`src/rtl/pipeline_stats_monitor_pkg.sv`:
```
// Shared MIPS-lite definitions for the retire-side statistics monitor:
// opcodes, instruction classes, counter index map and monitor states.
package mips_lite_pkg;

  localparam int OPC_W_DEF = 6;
  localparam int NUM_STATS = 9;

  localparam int STAT_CYCLES  = 0;
  localparam int STAT_TOTAL   = 1;
  localparam int STAT_ARITH   = 2;
  localparam int STAT_LOGIC   = 3;
  localparam int STAT_MEM     = 4;
  localparam int STAT_CONTROL = 5;
  localparam int STAT_TAKEN   = 6;
  localparam int STAT_STALLS  = 7;
  localparam int STAT_RAW     = 8;

  typedef enum logic [OPC_W_DEF-1:0] {
    ADD = 6'h00, ADDI, SUB, SUBI, MUL, MULI,
    OR, ORI, AND, ANDI, XOR, XORI,
    LDW, STW,
    BZ, BEQ, JR, HALT
  } opcode_e;

  typedef enum logic [2:0] {
    ARITH   = 3'd0,
    LOGIC   = 3'd1,
    MEM     = 3'd2,
    CONTROL = 3'd3,
    OTHER   = 3'd4
  } instr_class_e;

  typedef enum logic [1:0] {
    ST_IDLE = 2'd0,
    ST_RUN  = 2'd1,
    ST_DONE = 2'd2
  } monitor_state_e;

  function automatic instr_class_e classify(input logic [OPC_W_DEF-1:0] op);
    instr_class_e cls;
    if (op <= 6'h05) begin
      cls = ARITH;
    end else if (op <= 6'h0B) begin
      cls = LOGIC;
    end else if (op <= 6'h0D) begin
      cls = MEM;
    end else if (op <= 6'h11) begin
      cls = CONTROL;
    end else begin
      cls = OTHER;
    end
    return cls;
  endfunction

  // HALT is a control opcode but never redirects the PC.
  function automatic logic is_branch(input logic [OPC_W_DEF-1:0] op);
    return (op == BZ) || (op == BEQ) || (op == JR);
  endfunction

endpackage

```
`src/rtl/pipeline_stats_monitor_if.sv`:
```
// Retire/statistics bus between a MIPS-lite core wrapper and the monitor.
interface pipeline_stats_monitor_if #(
  parameter int CNT_W = 32,
  parameter int OPC_W = 6
);
  logic             start;
  logic             retire_valid;
  logic [OPC_W-1:0] retire_opcode;
  logic             branch_taken;
  logic             stall;
  logic             raw_hazard;
  logic             stat_rd;
  logic [3:0]       stat_sel;
  logic             stat_vld;
  logic [CNT_W-1:0] stat_data;
  logic             running;
  logic             done;
  logic             ovf;

  modport master (
    output start, retire_valid, retire_opcode, branch_taken, stall, raw_hazard,
    output stat_rd, stat_sel,
    input  stat_vld, stat_data, running, done, ovf
  );

  modport slave (
    input  start, retire_valid, retire_opcode, branch_taken, stall, raw_hazard,
    input  stat_rd, stat_sel,
    output stat_vld, stat_data, running, done, ovf
  );
endinterface

```
`src/rtl/pipeline_stats_monitor_stats_counter.sv`:
```
// Single statistics counter. Wraps by default; saturates at all-ones when
// STATS_SATURATE_EN is defined.
module stats_counter #(
  parameter int CNT_W = 32
) (
  input  logic             clock,
  input  logic             reset,
  input  logic             inc,
  output logic [CNT_W-1:0] value,
  output logic             at_max
);

  logic [CNT_W-1:0] value_q, value_d;

  always_comb begin
    value_d = value_q;
    if (inc) begin
`ifdef STATS_SATURATE_EN
      if (at_max) begin
        value_d = value_q;
      end else begin
        value_d = value_q + {{(CNT_W-1){1'b0}}, 1'b1};
      end
`else
      value_d = value_q + {{(CNT_W-1){1'b0}}, 1'b1};
`endif
    end else begin
      value_d = value_q;
    end
  end

  always_ff @(posedge clock or posedge reset) begin
    if (reset) begin
      value_q <= '0;
    end else begin
      value_q <= value_d;
    end
  end

  assign value  = value_q;
  assign at_max = &value_q;

endmodule

```
`src/rtl/pipeline_stats_monitor.sv`:
```
// Retire-side statistics monitor: IDLE/RUN/DONE control, nine event counters
// and a registered read port. STATS_SATURATE_EN selects saturating counters + ovf.
module pipeline_stats_monitor
  import mips_lite_pkg::*;
#(
  parameter int CNT_W = 32,
  parameter int OPC_W = 6
) (
  input logic                     clock,
  input logic                     reset,
  pipeline_stats_monitor_if.slave bus
);

  monitor_state_e   state_q, state_d;
  logic             running_q, done_q;
  logic             stat_vld_q;
  logic [CNT_W-1:0] stat_data_q, stat_data_d;

  logic [OPC_W-1:0]     op_s;
  instr_class_e         cls_s;
  logic                 run_s, halt_s;
  logic [NUM_STATS-1:0] inc_s, at_max_s;
  logic [CNT_W-1:0]     cnt_s [NUM_STATS];

  assign op_s   = bus.retire_opcode;
  assign cls_s  = classify(op_s);
  assign run_s  = (state_q == ST_RUN);
  assign halt_s = run_s & bus.retire_valid & (op_s == HALT);

  always_comb begin
    state_d = state_q;
    case (state_q)
      ST_IDLE: begin
        if (bus.start) state_d = ST_RUN;
        else           state_d = ST_IDLE;
      end
      ST_RUN: begin
        if (halt_s) state_d = ST_DONE;
        else        state_d = ST_RUN;
      end
      ST_DONE: state_d = ST_DONE;
      default: state_d = ST_IDLE;
    endcase
  end

  // The HALT cycle is still RUN, so it is counted in full before DONE.
  always_comb begin
    inc_s = '0;
    if (run_s) begin
      inc_s[STAT_CYCLES]  = 1'b1;
      inc_s[STAT_TOTAL]   = bus.retire_valid;
      inc_s[STAT_ARITH]   = bus.retire_valid & (cls_s == ARITH);
      inc_s[STAT_LOGIC]   = bus.retire_valid & (cls_s == LOGIC);
      inc_s[STAT_MEM]     = bus.retire_valid & (cls_s == MEM);
      inc_s[STAT_CONTROL] = bus.retire_valid & (cls_s == CONTROL);
      inc_s[STAT_TAKEN]   = bus.retire_valid & bus.branch_taken & is_branch(op_s);
      inc_s[STAT_STALLS]  = bus.stall;
      inc_s[STAT_RAW]     = bus.raw_hazard;
    end else begin
      inc_s = '0;
    end
  end

  for (genvar gi = 0; gi < NUM_STATS; gi++) begin : g_cnt
    stats_counter #(.CNT_W(CNT_W)) u_cnt (
      .clock  (clock),
      .reset  (reset),
      .inc    (inc_s[gi]),
      .value  (cnt_s[gi]),
      .at_max (at_max_s[gi])
    );
  end

  // Counters are sampled before this edge's increment lands.
  always_comb begin
    stat_data_d = '0;
    if (bus.stat_rd && (bus.stat_sel < 4'd9)) begin
      stat_data_d = cnt_s[bus.stat_sel];
    end else begin
      stat_data_d = '0;
    end
  end

  always_ff @(posedge clock or posedge reset) begin
    if (reset) begin
      state_q     <= ST_IDLE;
      running_q   <= 1'b0;
      done_q      <= 1'b0;
      stat_vld_q  <= 1'b0;
      stat_data_q <= '0;
    end else begin
      state_q     <= state_d;
      running_q   <= (state_d == ST_RUN);
      done_q      <= (state_d == ST_DONE);
      stat_vld_q  <= bus.stat_rd;
      stat_data_q <= stat_data_d;
    end
  end

`ifdef STATS_SATURATE_EN
  logic ovf_q, ovf_d;

  assign ovf_d = ovf_q | (|(inc_s & at_max_s));

  always_ff @(posedge clock or posedge reset) begin
    if (reset) begin
      ovf_q <= 1'b0;
    end else begin
      ovf_q <= ovf_d;
    end
  end

  assign bus.ovf = ovf_q;
`else
  logic unused_at_max_s;

  assign unused_at_max_s = |at_max_s;
  assign bus.ovf         = 1'b0;
`endif

  assign bus.running   = running_q;
  assign bus.done      = done_q;
  assign bus.stat_vld  = stat_vld_q;
  assign bus.stat_data = stat_data_q;

endmodule

```
`src/flat_wrapper.sv`:
```
// flat-port wrapper written by rule: the top's interface ports become plain ports
module pipeline_stats_monitor_flat import mips_lite_pkg::*;
#(
  parameter int CNT_W = 32,
  parameter int OPC_W = 6
)
  (clock, reset, bus_start, bus_retire_valid, bus_retire_opcode, bus_branch_taken, bus_stall, bus_raw_hazard, bus_stat_rd, bus_stat_sel, bus_stat_vld, bus_stat_data, bus_running, bus_done, bus_ovf);
  pipeline_stats_monitor_if #(.CNT_W(CNT_W), .OPC_W(OPC_W)) bus_i ();
  input logic clock;
  input logic reset;
  input wire logic [$bits(bus_i.start)-1:0] bus_start;
  input wire logic [$bits(bus_i.retire_valid)-1:0] bus_retire_valid;
  input wire logic [$bits(bus_i.retire_opcode)-1:0] bus_retire_opcode;
  input wire logic [$bits(bus_i.branch_taken)-1:0] bus_branch_taken;
  input wire logic [$bits(bus_i.stall)-1:0] bus_stall;
  input wire logic [$bits(bus_i.raw_hazard)-1:0] bus_raw_hazard;
  input wire logic [$bits(bus_i.stat_rd)-1:0] bus_stat_rd;
  input wire logic [$bits(bus_i.stat_sel)-1:0] bus_stat_sel;
  output wire logic [$bits(bus_i.stat_vld)-1:0] bus_stat_vld;
  output wire logic [$bits(bus_i.stat_data)-1:0] bus_stat_data;
  output wire logic [$bits(bus_i.running)-1:0] bus_running;
  output wire logic [$bits(bus_i.done)-1:0] bus_done;
  output wire logic [$bits(bus_i.ovf)-1:0] bus_ovf;
  assign bus_i.start = bus_start;
  assign bus_i.retire_valid = bus_retire_valid;
  assign bus_i.retire_opcode = bus_retire_opcode;
  assign bus_i.branch_taken = bus_branch_taken;
  assign bus_i.stall = bus_stall;
  assign bus_i.raw_hazard = bus_raw_hazard;
  assign bus_i.stat_rd = bus_stat_rd;
  assign bus_i.stat_sel = bus_stat_sel;
  assign bus_stat_vld = bus_i.stat_vld;
  assign bus_stat_data = bus_i.stat_data;
  assign bus_running = bus_i.running;
  assign bus_done = bus_i.done;
  assign bus_ovf = bus_i.ovf;
  pipeline_stats_monitor #(.CNT_W(CNT_W), .OPC_W(OPC_W)) u_core (.clock(clock), .reset(reset), .bus(bus_i));
endmodule
```
`config.mk`:
```
export PLATFORM = sky130hd
export DESIGN_NAME = pipeline_stats_monitor_flat
export DESIGN_NICKNAME = d
export VERILOG_FILES = /design/src/rtl/pipeline_stats_monitor_pkg.sv /design/src/rtl/pipeline_stats_monitor_if.sv /design/src/rtl/pipeline_stats_monitor_stats_counter.sv /design/src/rtl/pipeline_stats_monitor.sv /design/src/flat_wrapper.sv
export SDC_FILE = /design/constraint.sdc
export NUM_CORES = 1
export LEC_CHECK = 0
export ABC_AREA = 1
export CORE_MARGIN = 3
export CORE_UTILIZATION = 58
export CTS_BUF_LIST = sky130_fd_sc_hd__clkbuf_4 sky130_fd_sc_hd__clkbuf_8
export CTS_CLUSTER_SIZE = 40
export DETAILED_ROUTE_END_ITERATION = 10
export PLACE_DENSITY = 0.79
export RECOVER_POWER = 25
export SYNTH_ARGS = -nofsm -noshare
export SYNTH_HDL_FRONTEND = slang
export SYNTH_SLANG_ARGS = --single-unit
```
`constraint.sdc`:
```
create_clock -name clock -period 11.59 [get_ports clock]
set_input_delay 3.477 -clock clock [delete_from_list [all_inputs] [get_ports clock]]
set_output_delay 3.477 -clock clock [all_outputs]
set_load 0.05 [all_outputs]
```
==> results of run 1 <==
[registers in the layout, indices dropped and copies added, names as in the netlist]
signal / count
u_core.bus.done: 1
u_core.bus.running: 1
u_core.bus.stat_data: 32
u_core.bus.stat_vld: 1
u_core.g_cnt.u_cnt.value: 288
u_core.state_q: 2
[synth_stat cells, drive strengths merged (5+ instances only)]
cell	n
xor2	154
dfrtp	325
o211ai	24
ha	9
nor3	110
nand2	789
nor3b	5
xnor2	41
o21ai	140
nand3	230
nand4	50
nand3b	12
buf	34
a21oi	130
inv	297
nor2	304
clkbuf	39
[critical path, cell delays in order]
cell and delay [ns]:
dlygate4sd3_1 0.70, inv_1 0.18, nor2_8 0.37, nand4_2 0.53, clkinv_1 0.49, nand4_1 0.18, xor2_1 0.18
[final cells by class]
| cell class | instances | area share (%) |
|---|---|---|
| diodes | 1 | 0.0116 |
| well taps | 442 | 2.57 |
| repair buffers | 61 | 2.82 |
| clock buffers | 83 | 4.96 |
| inverters | 300 | 5.25 |
| clock inverters | 20 | 0.931 |
| flip-flops and latches | 325 | 37.8 |
| multi-input cells | 2008 | 45.6 |
[per-stage QoR]
stage / hold slack [ns] / instance area, µm²
6_report: 0.473 / 21500
5_1_grt: 0.500 / 21500
4_1_cts: 0.474 / 21600
3_5_place_dp: 0.461 / 20300
3_3_place_gp: 0.453 / 20300
2_1_floorplan: 0.441 / 19400
[routing by layer]
metal  GRT usage (%)  share of wire [%]
met1            44.0                 41
met2            56.3                 47
met3            4.78                6.7
met4            17.0                5.3
met5               0                  0
[cell families after synthesis]
family                   after synthesis
AND/OR/NAND/NOR                     1506
buffers and inverters                373
flip-flops                           325
AO/OA/AOI/OAI                        297
XOR/XNOR                             195
adder cells (fa/ha/maj)                9
other                                  1
[how the worst max path moves through the flow]
stage | start | to | slack, ns | cells after the start
finish | bus_retire_valid | u_core.g_cnt[3].u_cnt.value[8] | 5.96 | 7
global route | bus_retire_valid | u_core.g_cnt[3].u_cnt.value[8] | 5.86 | 7
CTS | bus_retire_valid | u_core.g_cnt[3].u_cnt.value[8] | 6.13 | 7
detailed placement | bus_retire_valid | u_core.g_cnt[3].u_cnt.value[8] | 5.47 | 7
global placement | bus_retire_valid | u_core.g_cnt[3].u_cnt.value[8] | 5.55 | 7
floorplan | reset | u_core.bus.done | 3.78 | 1
[where the power goes]
part	internal, W	total (W)	switching (W)	leakage (nW)
logic	0.0000394	0.000158	0.000119	5.10
registers	0.00114	0.00116	0.0000126	4.16
clock network	0.000679	0.00119	0.000506	0.685
==> summary.txt, run 1 <==
Worst hold path
  • Worst hold endpoint: u_core.g_cnt[7].u_cnt.value[31]
  • Hold path startpoint: u_core.g_cnt[7].u_cnt.value[31]
  • Hold path depth: 2
  • Min-Delay Path Class: register to register

Worst setup path
  • Type of origin of the critical path: input port
  • R2R cell count: 11
  • Setup crit end kind: register
  • CP arrival: 6.13 ns
  • Worst R2R End: u_core.g_cnt[8].u_cnt.value[20]
  • RR Startpoint: u_core.state_q[0]
  • WP data required: 12.09 ns
  • Crit path max fanout: 25
  • R2R setup slack: 7.99 ns
  • WS Path Type: input port to register

STA
  • Clock Skews: 0.0329 ns
  • Max_slew headroom: 2.65%
  • Setup WS post-layout: 5.96 ns
  • Setup TNS Final: 0 ns
  • RSZ-0062 raised after global routing: false
  • Endpoints failing hold: 0
  • Final Setup Violations: 0
  • Worst slew pin tran: 1.45 ns
  • Minimum clock period: 5.63 ns
  • Final period util: 48.6%
  • Slew Limit Fails: 0
  • Fmax: 178 MHz

Placement
  • DP HPWL: 45.1 mm
  • Post-place setup slack: 5.47 ns
  • Port bufs: 52
  • Gpl congestion: 0.956
  • Inst Count DP: 3136

Yosys
  • Number of distinct library cells after synthesis: 41
  • Syn nets: 2733
  • Simple-Gate Fraction of Synth Area: 33.4%
  • Seq/Total Area, Yosys: 41.8%
  • Syn_area_per_cell: 7.18 µm²
  • Cell area after synthesis: 0.0194 mm²
  • Area share of the largest cell type after synthesis: 41.8%
  • Multiplexer share of the synthesized area: 0%
  • Synth Register Bits: 325
  • Yosys warning total: 0
  • Post-synth EDFFs: 0
  • Compound-Gate Fraction of Synth Area: 8.00%
  • Cells after Synth: 2706
  • Post-Synth XOR/XNOR Area: 8.79%
  • Area leader, netlist: dfrtp_1
  • Post-Synth Adder-Cell Area: 0.579%
  • Area contributors post-synth: dfrtp_1 42%, nand2_1 15%, xor2_1 6.9%
  • Largest family of logic cells by synthesized area: simple AND/OR/NAND/NOR gates
  • Post-synth ARST share: 100%
  • Synth Flop Type: dfrtp_1

Global routing
  • Largest net degree at the start of global routing: 178
  • GRT Residual Overflow: 0
  • GRT Resource Usage Total: 34.0%
  • Global-route wire length before repair: 95.8 mm
  • Initial antenna violation count: 0
  • Vias in the first global route: 17591

Clock tree
  • Clk root buf: clkbuf_8
  • CTS Buffer Depth: 3
  • Cts hold-fix bufs: 0
  • Clock-pin slew on the worst setup and hold paths: 0.06 ns
  • Clock tree sinks: 325
  • Htree depth: 2
  • CTS tree: yes
  • Clock Latency Late Sink: 0.65 ns
  • Post-cts sizing count: 0
  • CTS Buf Count: 57
  • Postcts setup bufs: 0

Drt
  • Antenna-violating nets left: 0
  • Detailed-route wire length per cell: 18.8 µm
  • Vias per Instance: 5.68
  • Routed wire length: 60.9 mm
  • DRT Pass-1 Iters: 6
  • Drt initial violations: 1846
  • DR vias: 18407
  • # DRC: 0

Die
  • Ports: 54
  • Die Y: 189 µm
  • Die area: 0.0357 mm²
  • Die Span X: 189 µm
  • Area of the core: 0.0328 mm²
  • Effective utilization at floorplan: 59.3%
  • Num rows: 66

Power and ir drop
  • Power Total: 0.00250 W
  • Worst VDD drop: 0.0000971 V
  • Leak: 9.94 nW
  • Pwr/cell area: 116 mW/mm²

Finish
  • Synth-to-layout area growth: 10.6%
  • Fillers: 2944
  • # nets final: 2780
  • FF+latch area: 0.00813 mm²
  • Leading cell types in the layout, fill and taps excluded: 785 x nand2_1, 325 x dfrtp_1, 292 x inv_1, 292 x nor2_1, 225 x nand3_1
  • Core Util, Final: 65.6%
  • Layout cells sized above 1: 5.29%
  • Fin cells: 3240
  • Commonest non-fill, non-tap cell in the layout: nand2_1
  • Multi-input logic area: 0.00981 mm²

Outcome
  • Run status: finished clean

Flow run
  • Max_cap viols: 0
(Power assumes the default switching activity.)
==> run 2, diff against run 1 <==
CORE_UTILIZATION = 60   (was 58)
PLACE_DENSITY = 0.78   (was 0.79)
clock period = 5.8 ns   (was 11.59 ns; I/O delays follow)
==> summary.txt, run 2 (same netlist as run 1, synthesis figures left out) <==
Clock tree
  • Clock tree sinks: 325
  • CTS tree: yes
  • Postcts setup bufs: 0
  • Clock-pin slew on the worst setup and hold paths: 0.06 ns
  • CTS Buf Count: 57
  • Clk root buf: clkbuf_8
  • Cts hold-fix bufs: 0
  • Htree depth: 2
  • CTS Buffer Depth: 3
  • Clock Latency Late Sink: 0.65 ns
  • Post-cts sizing count: 0

Finish
  • Diode count: 0
  • Max reg flops: 288
  • Fillers: 2847
  • Commonest non-fill, non-tap cell in the layout: nand2_1
  • # nets final: 2784
  • Multi-input logic area: 0.00981 mm²
  • Layout cells sized above 1: 5.49%
  • FF+latch area: 0.00813 mm²
  • Leading cell types in the layout, fill and taps excluded: 785 x nand2_1, 325 x dfrtp_1, 293 x nor2_1
  • Synth-to-layout area growth: 10.6%
  • Core Util, Final: 67.8%

Worst setup path
  • CP arrival: 4.48 ns
  • WS Path Type: input port to async pin
  • WP data required: 6.16 ns
  • Setup crit end kind: async pin
  • Crit path max fanout: 141
  • R2R cell count: 11
  • R2R setup slack: 2.28 ns
  • Worst R2R End: u_core.g_cnt[8].u_cnt.value[20]
  • RR Startpoint: u_core.state_q[0]
  • Type of origin of the critical path: input port

Drt
  • Antenna-violating nets left: 0
  • Drt initial violations: 1701
  • # DRC: 0
  • DR vias: 18270
  • Routed wire length: 59.1 mm
  • Detailed-route wire length per cell: 18.4 µm
  • Vias per Instance: 5.70
  • DRT Pass-1 Iters: 6

Global routing
  • Vias in the first global route: 17367
  • GRT Resource Usage Total: 34.4%
  • Global-route wire length before repair: 92.6 mm
  • GRT Residual Overflow: 0
  • Largest net degree at the start of global routing: 142
  • Initial antenna violation count: 0

Placement
  • Gpl congestion: 0.967
  • Port bufs: 52
  • Post-place setup slack: 1.44 ns
  • DP HPWL: 44.3 mm

Worst hold path
  • Min-Delay Path Class: register to register
  • Worst hold endpoint: u_core.g_cnt[7].u_cnt.value[31]
  • Hold path startpoint: u_core.g_cnt[7].u_cnt.value[31]
  • Hold path depth: 2

STA
  • Endpoints failing hold: 0
  • Worst slew pin tran: 1.99 ns
  • Clock Skews: 0.0210 ns
  • Fmax: 243 MHz
  • Final Setup Violations: 0
  • Max_slew headroom: -32.3%
  • Minimum clock period: 4.12 ns
  • Setup WS post-layout: 1.68 ns
  • RSZ-0062 raised after global routing: false
  • Final period util: 71.0%
  • Slew Limit Fails: 313

Power and ir drop
  • Power Total: 0.00501 W
  • Pwr/cell area: 233 mW/mm²
  • Leak: 9.96 nW
  • Worst VDD drop: 0.000193 V

Die
  • Die Y: 186 µm
  • Die area: 0.0346 mm²
  • Die Span X: 186 µm
  • Ports: 54
  • Area of the core: 0.0317 mm²
  • Effective utilization at floorplan: 61.3%
  • Num rows: 65

Outcome
  • Failing checks: max-capacitance violations, max-slew violations
  • Run status: finished with violations

Flow run
  • Max_cap viols: 3
-- run 2: metal layers --
metal	up-vias	global-route usage [%]	part of all wire (%)
met5	-	0	0
met2	719	54.0	46
met3	173	5.24	7.0
met1	8610	46.7	42
met4	0	17.0	5.1
li1	8768	-	-
-- run 2: report_power, final --
part | switching, W | internal [W] | total (W)
Combinational | 0.000239 | 0.0000776 | 0.000316
Clock | 0.00101 | 0.00138 | 0.00239
Sequential | 0.0000205 | 0.00229 | 0.00231
-- run 2: final cells by class --
type	instances	area share (%)
Tap cell	402	2.34
Timing Repair Buffer	65	2.82
Inverter	300	5.25
Multi-Input combinational cell	2008	45.6
Sequential cell	325	37.8
Clock buffer	93	5.49
Clock inverter	14	0.605
-- run 2: how the worst max path moves through the flow --
stage	from	to	slack [ns]	cells after the start
after floorplan	reset	u_core.bus.done	-0.28	1
after global placement	bus_retire_valid	u_core.g_cnt[3].u_cnt.value[8]	1.49	7
after detailed placement	bus_retire_valid	u_core.g_cnt[3].u_cnt.value[22]	1.44	7
after CTS	bus_retire_valid	u_core.g_cnt[3].u_cnt.value[22]	2.13	7
after global routing	reset	u_core.g_cnt[8].u_cnt.value[26]	1.23	3
final	reset	u_core.g_cnt[8].u_cnt.value[27]	1.68	3
-- run 2: stage by stage --
step / hold slack, ns / TNS (ns) / cell area [µm²] / instances
2_1_floorplan: 0.441 / -89.94 / 19400 / 2706
3_3_place_gp: 0.454 / 0 / 20300 / 3100
3_5_place_dp: 0.459 / 0 / 20300 / 3100
4_1_cts: 0.474 / 0 / 21600 / 3207
5_1_grt: 0.513 / 0 / 21500 / 3207
6_report: 0.471 / 0 / 21500 / 3207
-- run 2: worst max-delay path: stages --
cell and delay [ns]:
dlygate4sd3_1 0.55, clkinvlp_2 0.50, clkbuf_4 1.51
==> run 3, diff against run 2 <==
CORE_UTILIZATION = 58   (was 60)
PLACE_DENSITY = 0.79   (was 0.78)
clock period = 3.7 ns   (was 5.8 ns; I/O delays follow)
==> summary.txt, run 3 (same netlist as run 1, synthesis figures left out) <==
Outcome
  • Run status: finished clean

Die
  • Die Y: 189 µm
  • Die area: 0.0357 mm²
  • Num rows: 66
  • Ports: 54
  • Area of the core: 0.0328 mm²
  • Die Span X: 189 µm
  • Effective utilization at floorplan: 59.3%

STA
  • Minimum clock period: 3.02 ns
  • Setup TNS Final: 0 ns
  • Fmax: 331 MHz
  • Final period util: 81.6%
  • Max_slew headroom: 20.8%
  • RSZ-0062 raised after global routing: false
  • Endpoints failing hold: 0
  • Slew Limit Fails: 0
  • Worst slew pin tran: 1.19 ns
  • Final Setup Violations: 0
  • Clock Skews: 0.0189 ns

Placement
  • Port bufs: 52
  • Inst Count DP: 3154
  • Gpl congestion: 1.05
  • DP HPWL: 44.4 mm

Drt
  • Detailed-route wire length per cell: 18.2 µm
  • Antenna-violating nets left: 0
  • Drt initial violations: 1885
  • Routed wire length: 59.2 mm
  • Vias per Instance: 5.66
  • DRT Pass-1 Iters: 7
  • DR vias: 18451
  • # DRC: 0

Power and ir drop
  • Sw frac: 25.8%
  • Pwr/cell area: 361 mW/mm²
  • Power Total: 0.00784 W
  • Reg power frac: 46.1%
  • Clock Power Share: 47.2%
  • Net switching power: 0.00202 W
  • Worst VDD drop: 0.000348 V
  • Leak: 10.0 nW
  • Int Pwr: 0.00582 W
  • Comb power frac: 6.7%

Clock tree
  • Post-cts sizing count: 0
  • CTS Buf Count: 56
  • Clock Latency Late Sink: 0.65 ns
  • Postcts setup bufs: 0
  • Clk root buf: clkbuf_8
  • CTS tree: yes
  • Htree depth: 2
  • Cts hold-fix bufs: 0
  • Clock-pin slew on the worst setup and hold paths: 0.06 ns
  • CTS Buffer Depth: 3
  • Clock tree sinks: 325

Finish
  • Core Util, Final: 66.2%
  • Fin cells: 3259
  • Max reg flops: 288
  • Leading cell types in the layout, fill and taps excluded: 785 x nand2_1, 325 x dfrtp_1, 292 x inv_1
  • Diode count: 0
  • Layout cells sized above 1: 6.03%
  • Synth-to-layout area growth: 11.7%
  • Commonest non-fill, non-tap cell in the layout: nand2_1
  • # nets final: 2797

Global routing
  • Initial antenna violation count: 0
  • GRT Resource Usage Total: 33.5%
  • Vias in the first global route: 17871
  • GRT Residual Overflow: 0
  • Global-route wire length before repair: 94.8 mm
  • Largest net degree at the start of global routing: 113

Flow run
  • Max_cap viols: 0

Worst setup path
  • Critical path buffer and inverter count: 3
  • Crit path max fanout: 10
  • Crit-path slowest cell: clkbuf_1
  • WP data required: 4.23 ns
  • Setup crit end kind: register
  • WS Path Type: register to register
  • Most used cell along the critical path: nand2_1
  • Type of origin of the critical path: register
  • CP top delay family: simple AND/OR/NAND/NOR gates
  • Crit-path cells: inv_1, nor2_4, clkbuf_1, nand2_1, clkinvlp_2, nand2_1, nor2_4, nand2_2, nor2_2, nand2_1, nand2_1, nand2_1
  • Max incr delay on CP: 0.62 ns
  • CP arrival: 3.55 ns

Worst hold path
  • Min-Delay Path Class: register to register
-- run 3: cell types whose count changed in the layout (fill, tap and decap cells not counted), moves of 2 or more --
cell	previous run	this run
buf_4	11	17
dlygate4sd3_1	5	3
clkbuf_4	18	10
nor2_1	293	287
nor2_2	5	8
clkinvlp_4	1	4
clkinv_2	9	13
buf_12	0	5
clkbuf_1	1	4
nor2_4	5	8
inv_6	2	0
clkdlybuf4s50_1	45	47
-- run 3: final timing paths --
| check | startpoint | endpoint | slack (ns) | cells after the start |
|---|---|---|---|---|
| hold reg to reg | u_core.g_cnt[4].u_cnt.value[17] | u_core.g_cnt[4].u_cnt.value[17] | 0.49 | 1 |
| setup reg to reg | u_core.state_q[0] | u_core.g_cnt[8].u_cnt.value[20] | 0.68 | 12 |
| setup / recovery | u_core.state_q[0] | u_core.g_cnt[8].u_cnt.value[20] | 0.68 | 12 |
| min in group asynchronous | reset | u_core.g_cnt[7].u_cnt.value[25] | 1.15 | 2 |
| hold / removal | u_core.g_cnt[4].u_cnt.value[17] | u_core.g_cnt[4].u_cnt.value[17] | 0.49 | 1 |
| max in group asynchronous | reset | u_core.g_cnt[8].u_cnt.value[31] | 0.85 | 3 |
-- run 3: power by group through the flow --
| stage | clock network, W | logic [W] | registers (W) |
|---|---|---|---|
| detailed placement | 0 | 0.000523 | 0.00368 |
| finish | 0.00370 | 0.000527 | 0.00361 |
| global placement | 0 | 0.000518 | 0.00368 |
| floorplan | 0 | 0.000268 | 0.00372 |
| global route | 0.00392 | 0.000565 | 0.00362 |
| CTS | 0.00375 | 0.000524 | 0.00361 |
-- run 3: area by class of cell --
| type | instances | area, µm² |
|---|---|---|
| Clock buffer | 86 | 1130 |
| Multi-Input combinational cell | 2008 | 9850 |
| Sequential cell | 325 | 8130 |
| Tap cell | 442 | 553 |
| Inverter | 300 | 1130 |
| Timing Repair Buffer | 79 | 763 |
| Fill cell | 2942 | 11100 |
| Clock inverter | 19 | 155 |
-- run 3: routing by layer --
| metal | vias up | GRT usage (%) | wire [µm] |
|---|---|---|---|
| met3 | 163 | 7.74 | 4740 |
| met5 | - | 0 | 0 |
| li1 | 8799 | - | - |
| met1 | 8705 | 43.7 | 24600 |
| met2 | 784 | 53.4 | 26900 |
| met4 | 0 | 15.2 | 2940 |
-- run 3: per-stage QoR --
| stage | worst slack, ns | cell area [µm²] | hold slack [ns] |
|---|---|---|---|
| final | 0.683 | 21700 | 0.489 |
| after global placement | 0.322 | 20500 | 0.455 |
| after global routing | 0.513 | 21700 | 0.511 |
| after CTS | 0.739 | 21800 | 0.493 |
| after floorplan | -1.75 | 19400 | 0.441 |
| after detailed placement | 0.233 | 20500 | 0.480 |
